**src/rtl/da_fir_pkg.sv**
```systemverilog
// da_fir_pkg: shared state encoding and width/rounding/saturation helpers for the DA FIR atom
package da_fir_pkg;
  typedef enum logic [1:0] {IDLE, RUN, FINAL, HOLD} state_t;
  function automatic int clog2(input int n);
    int r = 0;
    while ((1 << r) < n) r++;
    return r;
  endfunction
  function automatic int acc_width(input int dw, input int cw, input int ntaps);
    return dw + cw + clog2(ntaps) + 1;
  endfunction
  function automatic longint round_addend(input int frac, input bit rnd);
    return (rnd && frac > 0) ? (longint'(1) <<< (frac - 1)) : longint'(0);
  endfunction
  function automatic longint sat_wrap(input longint v, input int ow, input bit sat);
    longint hi = (longint'(1) <<< (ow - 1)) - 1;
    longint lo = -hi - 1;
    return !sat ? v : v > hi ? hi : v < lo ? lo : v;
  endfunction
endpackage

```
**src/rtl/da_partial_lut.sv**
```systemverilog
// da_partial_lut: sums the coefficients of the taps whose current sample bit is set
module da_partial_lut #(
  parameter int NTAPS = 2,
  parameter int CW = 8,
  parameter int PW = 10,
  parameter logic [NTAPS*CW-1:0] COEFS = '0
) (
  input  logic [NTAPS-1:0]       sel,
  output logic signed [PW-1:0]   p
);
  always_comb begin
    p = '0;
    for (int i = 0; i < NTAPS; i++)
      if (sel[i]) p = p + PW'($signed(COEFS[i*CW +: CW]));
  end
endmodule

```
**src/rtl/da_fir_atom.sv**
```systemverilog
// da_fir_atom: bit-serial distributed-arithmetic MAC with valid/ready sample and result handshakes
module da_fir_atom import da_fir_pkg::*; #(
  parameter int DW = 8,
  parameter int NTAPS = 2,
  parameter int CW = 8,
  parameter logic [NTAPS*CW-1:0] COEFS = '0,
  parameter int SIGNED_IN = 1,
  parameter int FRAC = 7,
  parameter int OW = 8,
  parameter int ROUND = 1,
  parameter int SAT = 1
) (
  input  logic                  clk,
  input  logic                  reset,
  input  logic                  step_en,
  input  logic                  in_valid,
  output logic                  in_ready,
  input  logic [NTAPS*DW-1:0]   in_samples,
  output logic                  out_valid,
  input  logic                  out_ready,
  output logic [OW-1:0]         out_sample,
  output logic                  busy
);
  localparam int AW = acc_width(DW, CW, NTAPS);
  localparam int PW = CW + clog2(NTAPS) + 1;
  localparam int KW = clog2(DW + 1);
  state_t state;
  logic [NTAPS*DW-1:0] xs;
  logic [KW-1:0] k;
  logic signed [AW-1:0] acc, term, rnd_v, shf;
  logic signed [PW-1:0] p;
  logic [NTAPS-1:0] sel;
  logic last, accept;
  for (genvar i = 0; i < NTAPS; i++) begin : g_sel
    assign sel[i] = xs[i*DW + int'(k)];
  end
  da_partial_lut #(.NTAPS(NTAPS), .CW(CW), .PW(PW), .COEFS(COEFS)) u_lut (
    .sel(sel),
    .p(p)
  );
  assign last = k == KW'(DW - 1);
  assign term = AW'(p) <<< k;
  assign rnd_v = acc + AW'(round_addend(FRAC, ROUND != 0));
  assign shf = rnd_v >>> FRAC;
  assign in_ready = state == IDLE || (state == HOLD && out_ready);
  assign accept = in_valid && in_ready;
  assign busy = state == RUN;
  always_ff @(posedge clk) begin
    if (reset) begin
      state <= IDLE;
      xs <= '0;
      acc <= '0;
      k <= '0;
      out_valid <= 1'b0;
      out_sample <= '0;
    end else begin
      if (accept) begin
        xs <= in_samples;
        acc <= '0;
        k <= '0;
        state <= RUN;
      end else if (state == RUN && step_en) begin
        // the sign bit of a two's-complement sample carries negative weight
        acc <= (SIGNED_IN != 0 && last) ? acc - term : acc + term;
        k <= k + 1'b1;
        state <= last ? FINAL : RUN;
      end else if (state == FINAL) begin
        out_sample <= OW'(sat_wrap(longint'(shf), OW, SAT != 0));
        state <= HOLD;
      end else if (state == HOLD && out_ready) begin
        state <= IDLE;
      end
      out_valid <= state == FINAL || (state == HOLD && !out_ready);
    end
  end
endmodule

```
**config.mk**
```make
export PLATFORM = sky130hd
export DESIGN_NAME = da_fir_atom
export DESIGN_NICKNAME = d
export VERILOG_FILES = /design/src/rtl/da_fir_pkg.sv /design/src/rtl/da_partial_lut.sv /design/src/rtl/da_fir_atom.sv
export SDC_FILE = /design/constraint.sdc
export NUM_CORES = 1
export LEC_CHECK = 0
export BUFFER_PORTS_ARGS = -buffer_cell sky130_fd_sc_hd__buf_2
export CORE_MARGIN = 5
export CORE_UTILIZATION = 51
export DETAILED_ROUTE_END_ITERATION = 12
export GPL_TIMING_DRIVEN = 0
export HOLD_SLACK_MARGIN = 0.05
export PLACE_DENSITY = 0.77
export SKIP_CTS_REPAIR_TIMING = 1
export SYNTH_ARGS = -nofsm -noshare
export SYNTH_HDL_FRONTEND = slang
export SYNTH_SLANG_ARGS = --single-unit
```
**constraint.sdc**
```tcl
create_clock -name clk -period 2 [get_ports clk]
set_clock_uncertainty 0.15 [all_clocks]
set_input_delay 0.4 -clock clk [delete_from_list [all_inputs] [get_ports clk]]
set_output_delay 0.4 -clock clk [all_outputs]
set_load 0.05 [all_outputs]
```
## Yosys cells after proc, flatten, opt, wreduce, memory -nomap -nowiden

Cells that the tools add are included.

| operators by class | value |
|---|---|
| add/sub/neg operators | 4 |
| reductions and logical operators | 12 |
| order comparisons | 2 |
| shift-type cells | 1 |
| multiplexer cells | 8 |
| bitwise logic cells | 2 |
| eq/ne operators | 4 |

Operators with widths:

| kind | count |
|---|---|
| adder 18 bit | 1 |
| adder 18 x 8 -> 18 bit, second input constant | 1 |
| two-way mux 18 bit | 1 |
| <<< shifter 1 x 4 -> 18 bit, first input constant | 1 |
| subtractor 18 bit | 1 |
| two-way mux 8 bit | 2 |
| greater-than comparator 11 x 8 -> 1 bit, second input constant | 1 |
| < comparator 11 x 8 -> 1 bit, second input constant | 1 |
| two-way mux 2 bit | 4 |
| adder 4 x 1 -> 4 bit, second input constant | 1 |
| == test 2 bit, second input constant | 2 |
| == test 4 x 3 -> 1 bit, second input constant | 1 |
| logical AND 1 bit | 4 |
| nonzero test 4 bit | 1 |
| AND reduction 3 bit | 1 |
| nonzero test 3 bit | 1 |
| == test 2 x 1 -> 1 bit, second input constant | 1 |
| logical NOT 2 bit | 1 |
| logical OR 1 bit | 2 |
| NOT 1 bit | 2 |
| OR reduction 2 bit | 1 |
| logical NOT 1 bit | 1 |
| two-way mux 1 bit | 1 |

| word-level totals | value |
|---|---|
| bits in registers | 33 |
| output and inout port bits | 11 |
| word-level logic and storage cells | 39 |
| input port bits | 21 |

## Depth between registers and ports, before layout

Gate-level depths: netlist (run 1).

| depth | value |
|---|---|
| depth in word-level cells | 6 |
| depth in mapped cells | 7 |
| depth with buffers taken out | 6 |

## Cells and area by module

Synthesis (run 1) repeated with hierarchy kept, for this count alone.

| unflattened totals | value |
|---|---|
| cell total of the unflattened synthesis | 527 |
| area total of the unflattened synthesis | 4048.9 sq um |

Modules (own cells, without submodules):

| module | cells each | instances | area each (sq um) | sequential area each (sq um) |
|---|---|---|---|---|
| da_fir_atom | 516 | 1 | 3970.1 | 980.9 |
| da_partial_lut | 11 | 1 | 78.8 | 0.0 |

## Worst setup path before layout (run 1)

Ideal clock, no wire load.

| timing | value |
|---|---|
| path kind | register -> register |
| start point | register state[1] |
| end point | register acc[10] |
| data required time | 1734 ps |
| cell stages (with the launch flop) | 6 |
| path slack | -100 ps |
| setup time | 116 ps |
| data arrival time | 1834 ps |
| period minus slack after synthesis | 2100 ps |
| cells stage by stage | dfxtp_1 > nor2b_1 > a21oi_1 > a21oi_1 > clkbuf_1 > and2_2 |

| between the ends | value |
|---|---|
| cells in the longest elaborated chain, start to end | 5 |
| elaborated cells between the ends (all ways) | 8 |
| classes of those cells | eq/ne: 2; reduce/logical: 6 |

Ends and longest elaborated chain:

| what | line | source |
|---|---|---|
| start, declared | da_fir_atom.sv:27 | `state_t state;` |
| start signal, assigned | da_fir_atom.sv:66 | `state <= last ? FINAL : RUN;` |
| == test 2 bit | da_fir_atom.sv:45 | `assign in_ready = state == IDLE \|\| (state == HOLD && out_ready);` |
| logical AND 1 bit | da_fir_atom.sv:45 |  |
| logical OR 1 bit * | da_fir_atom.sv:45 |  |
| named net in_ready | da_fir_atom.sv:17 | `output logic in_ready,` |
| logical AND 1 bit * | da_fir_atom.sv:46 | `assign accept = in_valid && in_ready;` |
| OR reduction 2 bit (no line) * | - |  |
| end signal, assigned | da_fir_atom.sv:64 | `acc <= (SIGNED_IN != 0 && last) ? acc - term : acc + term;` |
| end, declared | da_fir_atom.sv:30 | `logic signed [AW-1:0] acc, term, rnd_v, shf;` |

The timed path passes the listed nets; every way through them passes the cells marked *.
A chain may end at the register's enable or synchronous reset.

## Worst setup path after layout (run 1)

| timing | value |
|---|---|
| start point | register acc[6] |
| end point | register out_sample[0] |

| between the ends | value |
|---|---|
| cells in the longest elaborated chain, start to end | 4 |
| elaborated cells between the ends (all ways) | 5 |
| classes of those cells | add/sub: 1; order compare: 2; mux: 2 |

Ends and longest elaborated chain:

| what | line | source |
|---|---|---|
| adder 18 x 8 -> 18 bit * | da_fir_atom.sv:43 | `assign rnd_v = acc + AW'(round_addend(FRAC, ROUND != 0));` |
| < comparator 11 x 8 -> 1 bit | da_fir_pkg.sv:18 | `return !sat ? v : v > hi ? hi : v < lo ? lo : v;` |
| two-way mux 8 bit | da_fir_pkg.sv:18 |  |
| two-way mux 8 bit * | da_fir_pkg.sv:18 |  |
| end signal, assigned | da_fir_atom.sv:68 | `out_sample <= OW'(sat_wrap(longint'(shf), OW, SAT != 0));` |
| end, declared | da_fir_atom.sv:21 | `output logic [OW-1:0] out_sample,` |

Mark *: on every way between the ends. The rest lies on a longest branch, timed or not.

==> impl_metrics.tcl, run 1 <==
set metrics [dict create \
    status "finished clean" \
    wl_per_cell_um 13.62 \
    viasPerCell 5.455 \
    clk_path_buf_depth 2 \
    core_sq_um 2255 \
    final_nets 175 \
    finalCriticalPeriod_ns 1.990 \
    initial_utilization_pct 54.38 \
    grt_overflow 0 \
    track_usage_pct 15.14 \
    cap_violations 0 \
    drt_iter0_drc 39 \
    dr.pass1.iters 4 \
    path_delay_family "simple AND/OR/NAND/NOR gates" \
    syn_nets 154 \
    critPathKind "reg2reg" \
    worstSetupStartpoint "acc[6]" \
    post-place-ws_ns 0.006493 \
    post_synth.cell_area_avg_sq_um 9.432 \
    r2r-start "acc[6]" \
    antenna_left 0 \
    gp_congestion 0.7402 \
    leakage_nw 0.5503 \
    min_path_type "in2reg" \
    crit_path_cell_trace "ha_2 -> and3_1 -> buf_6 -> and3_4 -> o211ai_4 -> nand4b_1 -> o32ai_1" \
    num_io_pins 32 \
    drc 0 \
    cts.sinks 27 \
    die_x_um 59.04 \
    required_ns 2.07 \
    numCtsBuffers 3 \
    syn2layout_area_growth_pct 20.10 \
    worstSetupStartpointType "flop" \
    grt_pass1_wl_um 4140 \
    yosysWarnings 0 \
    ys_ff_latch 27 \
    async_reset_ff_share_pct 0 \
    period_share_pct 99.48 \
    path_max_fanout 7 \
    synth-edff-count 0 \
    grt_max_degree 15 \
    postSynthCellCount 130 \
    drive_above_1_share_pct 32.00 \
    ys_types 31 \
    placed_cell_area_sq_um 1340 \
    cts-root-buf "clkbuf_4" \
    synth_ff_type "dfxtp_1" \
    clock_latency_ns 0.32 \
    rsz0062_at_grt "true" \
    power_density_nw_per_um2 555.6 \
    first_global_vias 965 \
    rows 17 \
    num_vias 971 \
    hold_viol_final 0 \
    critPathBufInv 1 \
    antenna_found_initial 0 \
    netlist_area_sq_um 1226 \
    slew_violations 0 \
    max_slew_margin_pct 63.49 \
    dp_hpwl_um 1741 \
    numPortBuffers 15 \
    layout_setup_ws_ns 0.01039 \
    cts_tree "done" \
    worst_pin_slew_ns 0.5476 \
    max_freq_ghz 0.5026 \
    worstHoldStart "out_ready" \
    setup_viol 0 \
    cp-end-kind "flop" \
    fin_area_sq_um 1473 \
    die_h_um 59.04 \
    wirelength_um 2424 \
    critPathMaxStageDelay_ns 0.38 \
    htree_levels 1 \
    crit_arrival_ns 2.06 \
    peakVddDrop_uv 404.1 \
    crit_path_top_delay_cell "dfxtp_4" \
    diodes 0 \
    yosysSeqAreaShare_pct 44.08 \
    dieArea_sq_um 3485 \
    path_clk_slew_ns 0.14 \
]
==> cell type report <==
cell class | instances | area [sq um]
Timing Repair Buffer | 16 | 85.08
Clock buffer | 4 | 26.28
Inverter | 3 | 11.26
Tap cell | 28 | 35.03
Multi-Input combinational cell | 95 | 742.0
Fill cell | 192 | 782.0
Sequential cell | 27 | 546.8
Buffer | 5 | 26.28
==> Yosys cell counts, drive strengths merged (2+ instances only) <==
| cell | number | area share [%] |
|---|---|---|
| nand4 | 5 | 3.8 |
| nor3 | 2 | 0.82 |
| a211oi | 8 | 4.9 |
| xnor2 | 5 | 3.6 |
| and2 | 12 | 6.2 |
| clkbuf | 4 | 1.2 |
| and4 | 2 | 1.7 |
| mux2i | 2 | 1.6 |
| and3 | 2 | 1.0 |
| a21oi | 5 | 2.3 |
| nand3 | 11 | 4.5 |
| dfxtp | 27 | 44 |
| nor2b | 4 | 2.0 |
| ha | 3 | 3.1 |
| inv | 3 | 0.92 |
| nor2 | 15 | 4.6 |
| nand2 | 6 | 1.8 |
| xor2 | 5 | 3.6 |
==> state kept, by name, summed over array words and instances (netlist names) <==
name	flops
acc	12
k	4
state	2
out_valid	1
out_sample	8
==> final timing paths <==
| path | to | slack [ns] | cells past startpoint |
|---|---|---|---|
| worst max register to register | out_sample[0] | 0.01 | 7 |
| worst min-delay path | out_valid | 0.22 | 4 |
| worst min register to register | acc[7] | 0.35 | 2 |
| worst max-delay path | out_sample[0] | 0.01 | 7 |
==> metrics by stage <==
step	instances	util, %	TNS [ns]	hold slack, ns	power, mW
after floorplan	130	-	0	0.3176	0.5845
after global placement	173	59.43	0	0.3144	0.5966
after detailed placement	173	59.43	0	0.3281	0.5975
after CTS	177	60.60	-0.07430	0.2086	0.8243
after global routing	178	65.32	-0.2355	0.2067	0.8558
final	178	65.32	0	0.2239	0.8182
==> where the power goes <==
| group | switching, mW | internal (mW) | total, mW | leakage, nW |
|---|---|---|---|---|
| Clock | 0.154 | 0.0780 | 0.232 | 0.0150 |
| Combinational | 0.0294 | 0.0140 | 0.0434 | 0.316 |
| Sequential | 0.00370 | 0.539 | 0.543 | 0.220 |
| Total | 0.187 | 0.631 | 0.818 | 0.550 |
==> layout by cell type, fill, tap and decap left out, types with 2 or more instances in the layout <==
cell | synthesis | final
dfxtp_1 | 27 | 24
nor2_1 | 15 | 15
buf_2 | 0 | 14
and2_1 | 11 | 11
nand2_1 | 6 | 6
nand3_2 | 0 | 6
a211oi_2 | 0 | 6
nand3_1 | 11 | 5
xnor2_1 | 5 | 5
clkbuf_1 | 4 | 5
nor2b_1 | 4 | 4
nand4_1 | 4 | 4
xor2_1 | 5 | 4
clkbuf_4 | 0 | 4
inv_1 | 3 | 3
a21oi_1 | 4 | 3
a21oi_2 | 1 | 2
mux2i_1 | 2 | 2
nor3_1 | 2 | 2
a211oi_1 | 8 | 2
ha_1 | 3 | 2
dfxtp_2 | 0 | 2
==> per-layer routing <==
layer | global-route usage (%) | vias up | routed length, um | share of wire (%)
met4 | 6.472 | 0 | 43 | 1.8
met1 | 17.91 | 459 | 1118 | 46
met2 | 26.50 | 14 | 1189 | 49
met5 | 0 | - | 0 | 0
li1 | - | 492 | - | -
met3 | 2.832 | 6 | 72 | 3.0
==> worst register-to-register path, delay by kind of cell, from the launching register on <==
family	cells	cell delay [ns]
buffers and inverters	1	0.14
adder cells (fa/ha/maj)	1	0.19
AO/OA/AOI/OAI	2	0.49
AND/OR/NAND/NOR	3	0.56
flip-flops	1	0.38
==> cells by family (layout without fill, tap and decap cells) <==
family          after synthesis  count (layout)  share of synthesized area [%]
compound gates               20              20                          13.78
flops                        27              27                          44.08
buf+inv                       8              28                          3.061
simple gates                 60              60                          27.24
mux                           2               2                          1.633
xor+xnor                     10              10                          7.143
fa+ha+maj                     3               3                          3.062
Note: power is estimated with default switching activity, not from simulation.
==> run 2: changes to the inputs <==
Settings changed: BUFFER_PORTS_ARGS -buffer_cell sky130_fd_sc_hd__buf_2 to not set, CORE_UTILIZATION 51 to 60, DONT_BUFFER_PORTS set to 1, PLACE_DENSITY 0.77 to 0.76.
==> run 2 against run 1 <==
- combinational power down 16%
- clock-buffer cell count is the same
- first-iteration DRC count rose by 5.1%
- wire length grew 2.5%
- global-route usage fell by 0.64 points
- fmax rose by 3.0%
- largest cell class unchanged
==> impl_metrics.tcl, run 2 (synthesized netlist as in run 1, its figures left out) <==
set metrics [dict create \
    num_io_pins 32 \
    final_cell_mix "dfxtp_1, nor2_1, and2_1" \
    worst_pin_slew_ns 0.5848 \
    regMostFlops "acc" \
    p_total_uw 804.2 \
    setup-tns-final_ns 0 \
    path_clk_slew_ns 0.13 \
    required_ns 2.10 \
    grt_overflow 0 \
    slew_violations 0 \
    min_to "out_valid" \
    die_x_um 55.21 \
    r2r-start "acc[6]" \
    drt_iter0_drc 41 \
    place_inst 157 \
    setup_viol 0 \
    drc 0 \
    wl_per_cell_um 15.34 \
    first_global_vias 824 \
    dieArea_sq_um 3048 \
    min_path_type "in2reg" \
    critPathMaxStageDelay_ns 0.39 \
    grt_max_degree 15 \
    finalCriticalPeriod_ns 1.932 \
    crit_path_cell_trace "ha_4 -> and3_4 -> buf_6 -> and3_4 -> o211ai_4 -> nand3_2 -> a211oi_2" \
    antenna_found_initial 0 \
    num_vias 951 \
    worstSetupStartpointType "flop" \
    diodes 0 \
    largest_reg_flops 12 \
    rows 16 \
    critPathBufInv 1 \
    cts-root-buf "clkbuf_4" \
    status "finished clean" \
    core_sq_um 1962 \
    power_density_nw_per_um2 568.3 \
    peakVddDrop_uv 496.2 \
    critPathKind "reg2reg" \
    antenna_left 0 \
    crit_path_top_delay_cell "dfxtp_4" \
    cts.sinks 27 \
    timing.rr.end "out_sample[4]" \
    numPortBuffers 0 \
    wirelength_um 2485 \
    stdcell_count 162 \
    cts_tree "done" \
    leakage_nw 0.4756 \
    clk_path_buf_depth 2 \
    dp_hpwl_um 1563 \
    clock_latency_ns 0.32 \
    cp-end-kind "flop" \
    top_regs "acc x12, out_sample x8, k x4" \
    min_path_cells 3 \
    grt_pass1_wl_um 3670 \
    crit_arrival_ns 2.03 \
    hold_viol_final 0 \
    die_h_um 55.21 \
    drive_above_1_share_pct 23.70 \
    cap_violations 0 \
    numCtsBuffers 3 \
    max_slew_margin_pct 61.01 \
    viasPerCell 5.870 \
    crit_top_cell "and3_4" \
    final_util_pct 72.13 \
    max_freq_ghz 0.5175 \
    htree_levels 1 \
    path_delay_family "compound AO/OA/AOI/OAI gates" \
    dr.pass1.iters 5 \
    syn2layout_area_growth_pct 15.41 \
    path_max_fanout 7 \
    initial_utilization_pct 62.50 \
    period_share_pct 96.61 \
    rr_worst_depth 7 \
    final_nets 160 \
    gp_congestion 0.7409 \
    layout_commonest_cell "dfxtp_1" \
    r2r_slack_ns 0.07 \
    worstHoldStart "out_ready" \
    track_usage_pct 14.50 \
]
[run 2: cell count changes in the layout (fill, tap and decap cells not counted), sizes merged]
cell    delta
clkbuf     -1
buf       -14
[run 2: layout make-up]
class	count	area, sq um
inverter	3	11.26
buffer	5	26.28
tap	27	33.78
sequential	27	545.5
timing repair buffer	1	7.507
clock buffer	4	26.28
multi-input combinational	95	764.5
fill	153	546.8
[run 2: worst reg2reg max path, delay by kind of cell (launching register included)]
| family | cells | cell delay (ns) |
|---|---|---|
| AO/OA/AOI/OAI | 2 | 0.56 |
| adder cells (fa/ha/maj) | 1 | 0.17 |
| buffers and inverters | 1 | 0.13 |
| flip-flops | 1 | 0.39 |
| AND/OR/NAND/NOR | 3 | 0.48 |
[run 2: metal layers]
layer,GRT usage (%),vias to the layer above,routed length [um]
met4,4.167,0,39
li1,-,459,-
met1,18.79,448,1049
met5,0,-,0
met3,6.760,6,218
met2,21.45,38,1177
[run 2: metrics by stage]
step                      cell area [sq um]  worst slack, ns  hold slack, ns
final                                  1415          0.06773          0.1049
after global routing                   1415         -0.05596         0.08566
after CTS                              1290          -0.1282         0.09480
after detailed placement               1264          0.06751          0.3518
after global placement                 1264          0.09265          0.3357
after floorplan                        1230           0.1983          0.3176
[run 2: report_power, final]
group / internal [mW] / total [mW] / switching, mW
sequential: 0.539 / 0.543 / 0.00409
combinational: 0.0100 / 0.0366 / 0.0266
clock: 0.0782 / 0.225 / 0.146
total: 0.627 / 0.804 / 0.177
[run 2: how the worst max path moves through the flow]
stage / endpoint / cells after the start / slack [ns] / start
2_1_floorplan: out_sample[6] / 7 / 0.20 / acc[6]
3_3_place_gp: acc[10] / 5 / 0.09 / state[0]
3_5_place_dp: acc[10] / 5 / 0.07 / state[1]
4_1_cts: busy / 1 / -0.13 / state[0]
5_1_grt: out_sample[5] / 6 / -0.06 / acc[8]
6_report: out_sample[4] / 7 / 0.07 / acc[6]
